File: config.mk
export PLATFORM = sky130hd
export DESIGN_NAME = knn_batch_sched
export DESIGN_NICKNAME = d
export VERILOG_FILES = /design/src/rtl/knn_batch_sched.sv
export SDC_FILE = /design/constraint.sdc
export NUM_CORES = 1
export LEC_CHECK = 0
export BUFFER_PORTS_ARGS = -buffer_cell sky130_fd_sc_hd__buf_2
export CAP_MARGIN = 20
export CORE_UTILIZATION = 30
export CTS_CLUSTER_SIZE = 24
export DETAILED_ROUTE_END_ITERATION = 16
export PLACE_DENSITY = 0.57
export SYNTH_ARGS = -nofsm -noshare
export SYNTH_HDL_FRONTEND = slang
export SYNTH_SLANG_ARGS = --single-unit
File: constraint.sdc
create_clock -name clk -period 2.8 [get_ports clk]
set_input_delay 0.14 -clock clk [delete_from_list [all_inputs] [get_ports clk]]
set_output_delay 0.14 -clock clk [all_outputs]
set_load 0.01 [all_outputs]
File: src/rtl/knn_batch_sched.sv
// KNN batch scheduler: queues test points, walks the data-point memory per job, reports completion.
// Latency: job start one cycle after IDLE sees a queued point; issues trail memory reads by one cycle.
// Backpressure: tp_ready_o low while the queue is full; REPORT holds until res_ready_i.
module knn_batch_sched #(
  parameter int DATA_W     = 32,
  parameter int MAX_PTS    = 16,
  parameter int FIFO_DEPTH = 4,
  parameter int TIMEOUT    = 64,
  localparam int PTS_W     = $clog2(MAX_PTS + 1),
  localparam int CNT_W     = $clog2(FIFO_DEPTH) + 1
) (
  input  logic              clk,
  input  logic              rst,
  input  logic              en_i,
  input  logic [PTS_W-1:0]  num_pts_i,
  input  logic              tp_valid_i,
  input  logic [DATA_W-1:0] tp_data_i,
  output logic              tp_ready_o,
  output logic              dp_rd_o,
  output logic [PTS_W-1:0]  dp_addr_o,
  input  logic [DATA_W-1:0] dp_data_i,
  output logic              dist_start_o,
  output logic [DATA_W-1:0] dist_test_o,
  output logic [DATA_W-1:0] dist_data_o,
  output logic              dist_last_o,
  input  logic              dist_done_i,
  output logic              res_valid_o,
  input  logic              res_ready_i,
  output logic [7:0]        res_tag_o,
  output logic              res_err_o,
  output logic              busy_o,
  output logic [CNT_W-1:0]  fifo_cnt_o
);

  localparam int AW   = (FIFO_DEPTH > 1) ? $clog2(FIFO_DEPTH) : 1;
  localparam int WD_W = $clog2(TIMEOUT + 1);

  typedef enum logic [1:0] {IDLE, ISSUE, DRAIN, REPORT} state_t;

  state_t state, nxt;

  // Queue storage and bookkeeping; each entry is {tag, test point}.
  logic [DATA_W+7:0] fifo_mem [FIFO_DEPTH];
  logic [AW-1:0]     wr_ptr, rd_ptr;
  logic [CNT_W-1:0]  cnt;
  logic [7:0]        tag_cnt;
  logic              push, pop, full, empty;
  logic [DATA_W+7:0] head;

  // Job context.
  logic [DATA_W-1:0] test_r;
  logic [7:0]        tag_r;
  logic [PTS_W-1:0]  n_r, idx;
  logic [WD_W-1:0]   wd;
  logic              err_r, dist_start_r, last_r;
  logic              dp_rd, range_ok, last_idx;

  assign full     = (cnt == CNT_W'(FIFO_DEPTH));
  assign empty    = (cnt == '0);
  assign push     = tp_valid_i && !full;
  assign head     = fifo_mem[rd_ptr];
  assign range_ok = (num_pts_i >= PTS_W'(1)) && (num_pts_i <= PTS_W'(MAX_PTS));
  assign last_idx = (idx == n_r - PTS_W'(1));

  // Queue payload write; no reset needed on data.
  always_ff @(posedge clk) begin
    if (push) fifo_mem[wr_ptr] <= {tag_cnt, tp_data_i};
  end

  // Queue pointers, occupancy and tag counter; simultaneous push and pop both take effect.
  always_ff @(posedge clk or posedge rst) begin
    if (rst) begin
      wr_ptr  <= '0;
      rd_ptr  <= '0;
      cnt     <= '0;
      tag_cnt <= '0;
    end else begin
      if (push) begin
        wr_ptr  <= wr_ptr + AW'(1);
        tag_cnt <= tag_cnt + 8'd1;
      end
      if (pop) rd_ptr <= rd_ptr + AW'(1);
      case ({push, pop})
        2'b10:   cnt <= cnt + CNT_W'(1);
        2'b01:   cnt <= cnt - CNT_W'(1);
        default: cnt <= cnt;
      endcase
    end
  end

  // State register.
  always_ff @(posedge clk or posedge rst) begin
    if (rst) state <= IDLE;
    else     state <= nxt;
  end

  // Next-state and per-cycle controls; done wins over a same-cycle watchdog expiry.
  always_comb begin
    nxt   = state;
    pop   = 1'b0;
    dp_rd = 1'b0;
    case (state)
      IDLE: begin
        if (en_i && !empty) begin
          pop = 1'b1;
          nxt = range_ok ? ISSUE : REPORT;
        end
      end
      ISSUE: begin
        dp_rd = 1'b1;
        if (last_idx) nxt = DRAIN;
      end
      DRAIN: begin
        if (dist_done_i || (wd == WD_W'(TIMEOUT - 1))) nxt = REPORT;
      end
      REPORT: begin
        if (res_ready_i) nxt = IDLE;
      end
      default: nxt = IDLE;
    endcase
  end

  // Job context, read index, watchdog and the one-cycle issue pipeline.
  always_ff @(posedge clk or posedge rst) begin
    if (rst) begin
      test_r       <= '0;
      tag_r        <= '0;
      n_r          <= '0;
      idx          <= '0;
      wd           <= '0;
      err_r        <= 1'b0;
      dist_start_r <= 1'b0;
      last_r       <= 1'b0;
    end else begin
      if (pop) begin
        test_r <= head[DATA_W-1:0];
        tag_r  <= head[DATA_W+7:DATA_W];
        n_r    <= num_pts_i;
        idx    <= '0;
        err_r  <= !range_ok;
      end else if (state == ISSUE) begin
        idx <= idx + PTS_W'(1);
      end
      wd <= (state == DRAIN) ? wd + WD_W'(1) : '0;
      if (state == DRAIN && nxt == REPORT) err_r <= !dist_done_i;
      dist_start_r <= dp_rd;
      last_r       <= dp_rd && last_idx;
    end
  end

  assign tp_ready_o   = !full;
  assign fifo_cnt_o   = cnt;
  assign busy_o       = (state != IDLE);
  assign dp_rd_o      = dp_rd;
  assign dp_addr_o    = dp_rd ? idx : '0;
  assign dist_start_o = dist_start_r;
  assign dist_last_o  = last_r;
  assign dist_test_o  = dist_start_r ? test_r : '0;
  assign dist_data_o  = dist_start_r ? dp_data_i : '0;
  assign res_valid_o  = (state == REPORT);
  assign res_tag_o    = res_valid_o ? tag_r : 8'd0;
  assign res_err_o    = res_valid_o && err_r;

endmodule

==> results of run 1 <==
through the flow:
step	std cells	area [um^2]	hold WS [ns]
2_1_floorplan	644	9610	0.225
3_3_place_gp	1190	10900	0.210
3_5_place_dp	1190	10900	0.205
4_1_cts	1276	12200	0.0167
5_1_grt	1276	12200	0.0466
6_report	1276	12200	0.0223
routing by layer:
metal	GRT usage [%]	share of wire, %	wire length [um]
met5	0	0	0
met2	22.5	49	10200
met4	2.61	1.6	336
met3	1.89	4.5	930
met1	16.7	45	9280
Yosys cell counts (all sizes together) (3+ instances only):
master  number
o21ai        8
and3        13
ha           9
nand2      145
buf         17
nor2b        3
edfxtp     160
inv         12
and2        74
xnor2       14
nand4        4
xor2        10
nand3        5
dfrtp       77
clkbuf      16
mux4        40
nor2        11
flip-flops by register name (all words and copies together), names as in the netlist:
signal        cells
n_r               5
dist_start_o      1
wd                7
wr_ptr            2
test_r           32
err_r             1
fifo_mem        160
idx               5
rd_ptr            2
tag_cnt           8
fifo_cnt_o        3
state             2
dist_last_o       1
tag_r             8
path summary, 6_finish.rpt:
kind | cells past startpoint | endpoint | slack, ns
setup / recovery | 9 | fifo_cnt_o[2] | 0.43
hold / removal | 3 | tag_cnt[5] | 0.02
setup reg to reg | 9 | fifo_cnt_o[2] | 0.43
hold reg to reg | 2 | test_r[17] | 0.47
max in group asynchronous | 4 | test_r[25] | 1.91
min in group asynchronous | 3 | wd[5] | 0.20
power by group through the flow:
stage,Combinational [mW],Sequential [mW],Clock [mW]
2_1_floorplan,2.61,5.21,0
3_5_place_dp,3.54,5.58,0
5_1_grt,3.94,5.64,3.58
6_report,3.51,5.48,3.38
3_3_place_gp,3.53,5.55,0
4_1_cts,3.61,5.52,3.46
area by class of cell:
type,instances,area (um^2)
repair buffers,217,1340
clock buffers,38,714
multi-input cells,362,2700
clock inverters,8,131
inverters,12,47.5
fillers,3049,19400
well taps,402,503
flip-flops and latches,237,6740
kinds of logic (layout without fill, tap and decap cells):
group | after synthesis | count (layout) | share of synthesized area (%)
simple gates | 266 | 266 | 13.3
flops | 237 | 237 | 70.1
buf+inv | 45 | 275 | 1.99
mux | 42 | 42 | 9.59
xor+xnor | 24 | 24 | 2.19
compound gates | 20 | 20 | 1.47
fa+ha+maj | 10 | 10 | 1.38
critical path, cell delays in order (launching register included):
cell and delay, ns:
dfrtp_1 0.45, or3b_1 0.52, and2_4 0.24, inv_2 0.08, ha_1 0.19, inv_1 0.06, fa_1 0.37, xor2_1 0.15
nor2_1 0.11, xor2_1 0.14
==> flow_summary.ini, run 1 <==
[outcome]
status = finished, final reports clean

[drt]
vias = 5689
ant_nets = 0
drt_iter0_markers = 348
drtPass1Iterations = 4
wire_per_inst_um = 16.2
drt-total-wl_um = 20700
avgViaCountPerCell = 4.46
drcViolationCount = 0

[critical_path]
critPathMaxFanout = 8
worstSetupPathType = flip-flop to flip-flop
cp.required_ns = 3.26
startpoint_type = flip-flop
end_kind = flip-flop
cp-startpoint = fifo_cnt_o[0]
r2r_start = fifo_cnt_o[0]
crit_arrival_ns = 2.83

[global_route]
grt_pass1_wl_um = 33000
grt_usage_pct = 12.8
grt_max_degree = 66
grt_pass1_vias = 5998
antenna_found_initial = 0
grt_overflow = 0

[logic_synthesis]
dominantRegCellSynth = edfxtp_1
synth_edf_count = 160
synth_area_leaders = edfxtp_1 50%, dfrtp_1 20%, mux4_2 9.4%, nand2_1 5.7%, and2_1 4.8%
synth_area_um2 = 9610
syn_nets = 729
ys_ff_latch = 237
yosys_warnings = 0
yosysTopAreaCell = edfxtp_1
yosysSeqAreaShare_pct = 70.1
netlist_instances = 644
avgSynthCellArea_um2 = 14.9
synth_top_cell_area_share_pct = 50.0
synth_cell_types = 41
synthArstFlopShare_pct = 32.5

[place]
place_ws_ns = 0.436
gp_congestion = 0.747
port_buffers = 161
hpwl_um = 13400

[clock_tree]
holdBufCountCts = 40
postCtsSetupBuffers = 0
cts_resized = 0
h-tree-depth = 1
cts_tree = done
cts_root_buf = clkbuf_16
clockBufferDepth = 3
cts.sinks = 237
clk_pin_slew_worst_paths_ns = 0.06
cts-buffers-inserted = 25
clock_latency_ns = 0.54

[timing]
worstMarginPinSlew_ns = 0.845
tns_ns = 0
fmax_mhz = 422
finalMaxSlewViolations = 0
relSlewSlack_pct = 43.7
grt_setup_unrepaired = no
fin_ws_ns = 0.428
setup_viol = 0
period_needed_ns = 2.37
fin_crit_sh_pct = 84.7
finalHoldViolations = 0
clock_skew_ns = 0.0220

[power_and_ir_drop]
p_leak_nw = 5.07
power_mw = 12.4
cellPowerDensity_nw_per_um2 = 1020
pwr-share-clk_pct = 27.3
ir_drop_mv = 0.514
switching_share_pct = 31.3
p_seq_share_pct = 44.3
p_switching_mw = 3.87
power.share.combinational_pct = 28.4
p_int_mw = 8.50

[final_layout]
final_util_pct = 38.6
final_cell_mix = 161 x buf_2, 160 x edfxtp_1, 145 x nand2_1
antenna_cells = 0
layout_commonest_cell = buf_2
layout-drive-gt1-share_pct = 30.2
syn2layout_area_growth_pct = 26.7
final_nets = 940

[floorplanning]
ios = 162
start_util_pct = 30.4
rows = 65
die_area_um2 = 32700
die-height_um = 181
core_um2 = 31600
die_w_um = 181

[hold_path]
hold_path_class = input port to flip-flop
hold_start = tp_valid_i

[job]
maxCapViolCount = 0
(Power assumes the default switching activity.)
==> run 2, diff against run 1 <==
PLACE_DENSITY = 0.59   (was 0.57)
clock period = 2.01 ns   (was 2.8 ns; I/O delays follow)
==> run 2 against run 1 <==
Against the previous run: die area stayed put; core utilization rose by 0.94 points; highest routed layer unchanged; cell count rose by 1.2%; hold slack better by 0.11 ns; sequential cell count is the same; routed wire length rose by 0.66%.
==> flow_summary.ini, run 2 (synthesis gave the netlist of run 1 again) <==
[critical_path]
regToRegSetupSlack_ns = 0.04
cp.required_ns = 2.45
ff2ff_path_depth = 9
r2r_start = fifo_cnt_o[0]
end_kind = flip-flop
r2r_end = fifo_cnt_o[2]
crit_arrival_ns = 2.42
worstSetupPathType = flip-flop to flip-flop
cp-startpoint = fifo_cnt_o[0]
startpoint_type = flip-flop
critPathMaxFanout = 2

[drt]
drt-total-wl_um = 20800
drcViolationCount = 0
wire_per_inst_um = 16.1
ant_nets = 0
vias = 5740
avgViaCountPerCell = 4.45
drtPass1Iterations = 4
drt_iter0_markers = 354

[global_route]
grt_pass1_vias = 5889
grt_max_degree = 51
antenna_found_initial = 1
grt_pass1_wl_um = 32700
grt_overflow = 0
grt_usage_pct = 12.8

[timing]
fin_crit_sh_pct = 98.2
grt_setup_unrepaired = yes
fmax_mhz = 506
hold_slack_ns = 0.137
relSlewSlack_pct = 57.1
finalMaxSlewViolations = 0
worstMarginPinSlew_ns = 0.644
finalHoldViolations = 0
clock_skew_ns = 0.0259
setup_viol = 0
period_needed_ns = 1.97

[place]
hpwl_um = 12500
gp_congestion = 0.750
port_buffers = 161
place_inst = 1201
placed_area_um2 = 11100

[final_layout]
regMostFlops = fifo_mem
stdcell_count = 1291
design_area_um2 = 12500
largest_reg_flops = 160
syn2layout_area_growth_pct = 29.8
final_util_pct = 39.5
final_cell_mix = 161 x buf_2, 160 x edfxtp_1, 145 x nand2_1
layout-drive-gt1-share_pct = 32.7
reg.largest.list = fifo_mem (160), test_r (32)
final_nets = 954
layout_commonest_cell = buf_2

[clock_tree]
h-tree-depth = 1
cts.sinks = 237
clk_pin_slew_worst_paths_ns = 0.06
cts_tree = done
cts-buffers-inserted = 25
clockBufferDepth = 3
cts_root_buf = clkbuf_16
clock_latency_ns = 0.54

[job]
maxCapViolCount = 0

[power_and_ir_drop]
p_switching_mw = 5.53
p_seq_share_pct = 41.6
switching_share_pct = 30.9
ir_drop_mv = 0.744
pwr-share-clk_pct = 27.5
power.share.combinational_pct = 30.9
power_mw = 17.9
p_leak_nw = 5.20
p_int_mw = 12.4
cellPowerDensity_nw_per_um2 = 1430

[outcome]
status = finished, final reports clean

[floorplanning]
rows = 65
die_w_um = 181
start_util_pct = 30.4
core_um2 = 31600
die_area_um2 = 32700
die-height_um = 181
ios = 162

[hold_path]
hold_path_class = input port to asynchronous set/reset pin
-- run 2: cell count changes in the layout (fill, tap and decap cells not counted), moves of 2 or more --
cell,before,now
buf_12,1,10
buf_4,15,19
bufinv_16,3,5
clkbuf_1,9,3
clkbuf_8,4,2
clkinv_2,0,7
clkinv_4,0,2
inv_1,9,7
-- run 2: how the worst max path moves through the flow --
stage,slack [ns],end,cells after the start
after floorplan,-0.23,fifo_cnt_o[2],11
final,0.04,fifo_cnt_o[2],9
after global routing,-0.07,fifo_cnt_o[2],9
after detailed placement,0.02,fifo_cnt_o[2],9
after CTS,0.01,fifo_cnt_o[2],9
after global placement,0.02,fifo_cnt_o[2],9
-- run 2: per-layer routing --
| metal | part of all wire [%] | track usage (%) | vias to the layer above |
|---|---|---|---|
| met4 | 1.7 | 2.81 | 0 |
| met2 | 48 | 21.8 | 169 |
| met1 | 46 | 17.0 | 2809 |
| met3 | 4.7 | 2.28 | 25 |
| met5 | 0 | 0 | - |
| li1 | - | - | 2737 |
-- run 2: final cells by class --
| type | instances | area (um^2) |
|---|---|---|
| fillers | 2951 | 19100 |
| flip-flops and latches | 237 | 6740 |
| multi-input cells | 362 | 2720 |
| repair buffers | 231 | 1560 |
| clock buffers | 30 | 664 |
| well taps | 402 | 503 |
| clock inverters | 16 | 226 |
| inverters | 12 | 55.1 |
| diodes | 1 | 2.50 |
-- run 2: power by group through the flow --
stage	Sequential [mW]	Clock, mW	Combinational, mW
finish	7.43	4.92	5.53
global route	7.62	5.24	6.12
CTS	7.46	5.04	5.62
detailed placement	7.54	0	5.53
global placement	7.50	0	5.49
floorplan	7.24	0	3.67
-- run 2: stage by stage --
| stage | worst slack (ns) | TNS (ns) |
|---|---|---|
| global route | -0.0732 | -0.147 |
| CTS | 0.0118 | 0 |
| detailed placement | 0.0152 | 0 |
| global placement | 0.0234 | 0 |
| finish | 0.0354 | 0 |
| floorplan | -0.229 | -0.345 |
-- run 2: timing repair --
item,CTS,global route
hold buffers,41,0
pin swaps,0,4
endpoints found under the hold margin,194,0
resized for setup,1,2
setup buffers,0,2
setup endpoints to repair,1,15
-- run 2: worst max-delay path: stages (launching register included) --
cell and delay [ns]:
dfrtp_2 0.40, or3b_4 0.40, and2_4 0.16, inv_4 0.06, ha_4 0.13, inv_2 0.03
fa_2 0.32, xor2_1 0.14, nor2_1 0.11, xor2_1 0.14
